**config.mk**
```make
export PLATFORM = sky130hd
export DESIGN_NAME = motor_fsm
export DESIGN_NICKNAME = d
export VERILOG_FILES = /design/src/rtl/motor_fsm.sv
export SDC_FILE = /design/constraint.sdc
export NUM_CORES = 1
export LEC_CHECK = 0
export ABC_AREA = 1
export CAP_MARGIN = 10
export CORE_AREA = 2 2 39 41
export CTS_CLUSTER_DIAMETER = 40
export CTS_CLUSTER_SIZE = 40
export DETAILED_ROUTE_END_ITERATION = 8
export DIE_AREA = 0 0 41 43
export GPL_ROUTABILITY_DRIVEN = 0
export HOLD_SLACK_MARGIN = 0.15
export PLACE_DENSITY_LB_ADDON = 0.12
export SKIP_LAST_GASP = 1
export SLEW_MARGIN = 20
export SYNTH_ARGS = -nofsm -noshare
export SYNTH_HDL_FRONTEND = slang
export SYNTH_SLANG_ARGS = --single-unit
```
**constraint.sdc**
```tcl
create_clock -name clk -period 1.93 [get_ports clk]
set_input_delay 0.193 -clock clk [delete_from_list [all_inputs] [get_ports clk]]
set_output_delay 0.193 -clock clk [all_outputs]
set_load 0.02 [all_outputs]
```
**src/rtl/motor_fsm.sv**
```systemverilog
// motor_fsm -- garage-door style motor controller.
//
// A push-button (activate) starts the door travelling toward the opposite
// end stop. The motor stops when the end stop for the current direction
// is reached.
//
// Ports:
//   clk            system clock, rising edge
//   rst_n          asynchronous active-low reset
//   activate       push-button request (synchronous to clk)
//   up_limit       1 = door at fully-up end stop
//   dn_limit       1 = door at fully-down end stop
//   motor_up       1 = drive motor upward (registered)
//   motor_dn       1 = drive motor downward (registered)
//   control_state  current state register
//
// Build option:
//   MOTOR_FSM_REVERSE_EN  when defined, a button press while moving
//                         reverses the direction of travel. When it is
//                         not defined, presses while moving are ignored.
//
// state     | meaning
// ----------+---------------------------------------
// DOOR_UP   | parked at the top end stop, motor off
// MOVING_DN | driving down until dn_limit
// DOOR_DN   | parked at the bottom end stop, motor off
// MOVING_UP | driving up until up_limit

module motor_fsm (
  input  logic       clk,
  input  logic       rst_n,
  input  logic       activate,
  input  logic       up_limit,
  input  logic       dn_limit,
  output logic       motor_up,
  output logic       motor_dn,
  output logic [1:0] control_state
);

  localparam logic [1:0] DOOR_UP   = 2'b00;
  localparam logic [1:0] MOVING_DN = 2'b01;
  localparam logic [1:0] DOOR_DN   = 2'b10;
  localparam logic [1:0] MOVING_UP = 2'b11;

  logic [1:0] state_q, state_d;
  logic       act_q;
  logic       motor_up_q, motor_dn_q;
  logic       trigger;

  // One-cycle event on the rising edge of the button; holding it does nothing.
  assign trigger = activate & ~act_q;

  always_comb begin
    state_d = state_q;
    case (state_q)
      DOOR_UP: begin
        if (trigger) state_d = MOVING_DN;
      end
      MOVING_DN: begin
        // The end stop in the travel direction wins over a button press;
        // up_limit is deliberately not looked at here.
        if (dn_limit) begin
          state_d = DOOR_DN;
        end
`ifdef MOTOR_FSM_REVERSE_EN
        else if (trigger) begin
          state_d = MOVING_UP;
        end
`endif
      end
      DOOR_DN: begin
        if (trigger) state_d = MOVING_UP;
      end
      MOVING_UP: begin
        if (up_limit) begin
          state_d = DOOR_UP;
        end
`ifdef MOTOR_FSM_REVERSE_EN
        else if (trigger) begin
          state_d = MOVING_DN;
        end
`endif
      end
      default: state_d = DOOR_UP;
    endcase
  end

  always_ff @(posedge clk or negedge rst_n) begin
    if (!rst_n) begin
      state_q    <= DOOR_UP;
      act_q      <= 1'b0;
      motor_up_q <= 1'b0;
      motor_dn_q <= 1'b0;
    end else begin
      state_q    <= state_d;
      act_q      <= activate;
      // Motor outputs decode the next state so they change on the same
      // edge as the state register; the two can never both be set.
      motor_up_q <= (state_d == MOVING_UP);
      motor_dn_q <= (state_d == MOVING_DN);
    end
  end

  assign motor_up      = motor_up_q;
  assign motor_dn      = motor_dn_q;
  assign control_state = state_q;

endmodule

```
==> impl_metrics.csv <==
group,metric,value,unit
detailed_routing,post_drt_wl_per_cell,9.255,µm
detailed_routing,ant_nets,0,
cts,numCtsBuffers,3,
die,coreArea,1384,µm²
setup_path,cp-start-kind,"flip-flop",
cts,clk-insertion-delay-late,0.25,ns
synthesis,synth_area_leaders,"dfrtp_1 (63%), nand2_1 (13%), inv_1 (7.5%)",
synthesis,synthesis.area,200.2,µm²
synthesis,synthSimpleGateAreaFrac,30.00,%
final_layout,nets,41,
setup_path,path_delay_family,"buffers and inverters",
timing,finalCritPeriodShare,76.91,%
global_route,antenna_found_initial,0,
status,status,"finished, final reports clean",
cts,post_cts_resized,0,
synthesis,ys_seq_area_share,62.50,%
timing,setup_viol,0,
timing,slew_headroom,83.59,%
timing,fin_tns_setup,0,ns
timing,slew_violations,0,
setup_path,critPathBufInv,1,
setup_path,r2r_start,"control_state[1]",
cts,clock_sinks,5,
synthesis,synth_cell_types,7,
setup_path,path_cells,"clkdlybuf4s50_1",
cts,clkTransAtPathRegs,0.05,ns
cts,cts_tree,"done",
power_and_ir_drop,power_switching_share,37.54,%
cts,cts_hold_buffers,0,
die,die_h,43,µm
timing,worst_pin_slew,0.2454,ns
timing,period_minus_slack,1.484,ns
power_and_ir_drop,clockPowerShare,24.0,%
cts,clockRootBuffer,"clkbuf_4",
final_layout,n_fill_cell,155,
synthesis,synth-compound-area-share,0,%
die,rows,14,
timing,final-hold-violation-count,0,
synthesis,synth_xor_area_share,0,%
power_and_ir_drop,total_power,0.5126,mW
global_route,grt_max_degree,7,
cts,clock_path_buffers,2,
detailed_routing,vias,189,
detailed_routing,viasPerCell,3.706,
synthesis,synth_top_family_by_area,"simple AND/OR/NAND/NOR gates",
setup_path,endpoint_kind,"output port",
global_route,grt_pass1_vias,172,
global_route,grt-ovfl-total,0,
power_and_ir_drop,p_int,0.3202,mW
synthesis,synthAdderAreaFrac,0,%
timing,fin_skew,0.005989,ns
setup_path,cp_max_fo,6,
place,io_buffers,8,
detailed_routing,wirelength,472,µm
setup_path,required,1.74,ns
power_and_ir_drop,power_per_cell_area,1570,nW/µm²
cts,cts-htree-levels,1,
setup_path,critical_path.max_stage_delay,0.64,ns
setup_path,cp_data_arrival_time,1.29,ns
final_layout,diodes,0,
synthesis,yosysWarnings,0,
global_route,grt.total_usage,7.374,%
die,die-area,1763,µm²
synthesis,synth_largest_area_cell,"dfrtp_1",
synthesis,synth_cells,23,
detailed_routing,drtPass1Iterations,2,
place,dpl.hpwl,343.8,µm
detailed_routing,drt_iter0_markers,5,
synthesis,synth_mux_area_share,0,%
synthesis,syn-num-nets,28,
final_layout,drive_above_1_share,11.43,%
power_and_ir_drop,combPwrFrac,41.4,%
place,placed_cell_area,300.3,µm²
die,ios,9,
timing,rsz0062_at_grt,"no",
synthesis,yosysTopAreaCellShare,62.50,%
setup_path,critPathKind,"reg -> out",
final_layout,fin_area,326.6,µm²
setup_path,critPathSlowestCell,"clkdlybuf4s50_1",
timing,clock.fmax,0.6737,GHz
worst_hold_path,hold_class,"in -> async",
synthesis,postSynthAreaPerCell,8.704,µm²
setup_path,startpoint,"control_state[0]",
detailed_routing,drc,0,
power_and_ir_drop,ir_drop,0.0005210,V
power_and_ir_drop,seqPwrFrac,34.6,%
cts,post_cts_buffers,0,
synthesis,synth_seq_cells,5,
power_and_ir_drop,power.switching,0.1924,mW
die,start_util,14.47,%
final_layout,area_growth,63.12,%
flow_run,cap_violations,0,
die,die_x,41,µm
global_route,grt_pass1_wl,745,µm
power_and_ir_drop,leakagePower,0.1663,nW
==> through the flow <==
| stage | hold WS, ns | setup WS (ns) | instances | util, % |
|---|---|---|---|---|
| 3_3_place_gp | 0.4426 | 0.7108 | 47 | 21.70 |
| 4_1_cts | 0.1702 | 0.4366 | 51 | 23.60 |
| 5_1_grt | 0.1840 | 0.4005 | 51 | 23.60 |
| 3_5_place_dp | 0.4319 | 0.6999 | 47 | 21.70 |
| 2_1_floorplan | -0.1026 | 1.051 | 23 | - |
| 6_report | 0.1743 | 0.4456 | 51 | 23.60 |
==> placed cells by master, fill, tap and decap left out <==
cell             count
nand4_1              1
dfrtp_1              5
clkdlybuf4s50_1      8
clkbuf_4             3
nand2_2              1
clkbuf_1             1
nand2_1              7
nor2_1               3
inv_1                4
nand3_1              2
==> power by group through the flow <==
stage	Clock [mW]	Sequential, mW	Combinational, mW
2_1_floorplan	0	0.223	0.0650
3_3_place_gp	0	0.177	0.215
3_5_place_dp	0	0.179	0.214
4_1_cts	0.131	0.177	0.216
5_1_grt	0.139	0.183	0.228
6_report	0.123	0.177	0.212
==> Yosys cell counts <==
library cell	n
dfrtp_1	5
inv_1	4
nand2_1	7
nand2_2	1
nand3_1	2
nand4_1	1
nor2_1	3
==> state kept, by name, summed over array words and instances (netlist names) <==
signal and count:
act_q 1, control_state 2, motor_dn 1, motor_up 1
==> metal layers <==
layer  global-route usage [%]  vias to the layer above  wire length [µm]
met5                        0                        -                 0
met4                    4.000                        0                 0
met2                    9.375                        7               231
met1                    5.902                       89               172
li1                         -                       93                 -
met3                    9.948                        0                69
==> cell type report <==
cell class                 count  area, µm²  area share [%]
inverter                       4      15.01           4.598
multi-input combinational     14      60.06           18.39
clock buffer                   4      26.28           8.046
sequential                     5      125.1           38.31
timing repair buffer           8      80.08           24.52
tap                           16      20.02           6.130
==> worst paths after layout <==
path                                         end  slack, ns  depth (start not counted)
worst max-delay path            control_state[0]       0.45                          1
worst min-delay path                       act_q       0.17                          1
worst max register to register          motor_dn       1.08                          4
worst min register to register          motor_up       0.54                          3
max in group asynchronous               motor_dn       1.55                          1
min in group clk                           act_q       0.45                          1
==> cells by family (layout without fill, tap and decap cells) <==
family	after synthesis	count (layout)
and+or+nand+nor	14	14
DFF	5	5
buffers and inverters	4	16
(Power assumes the default switching activity.)
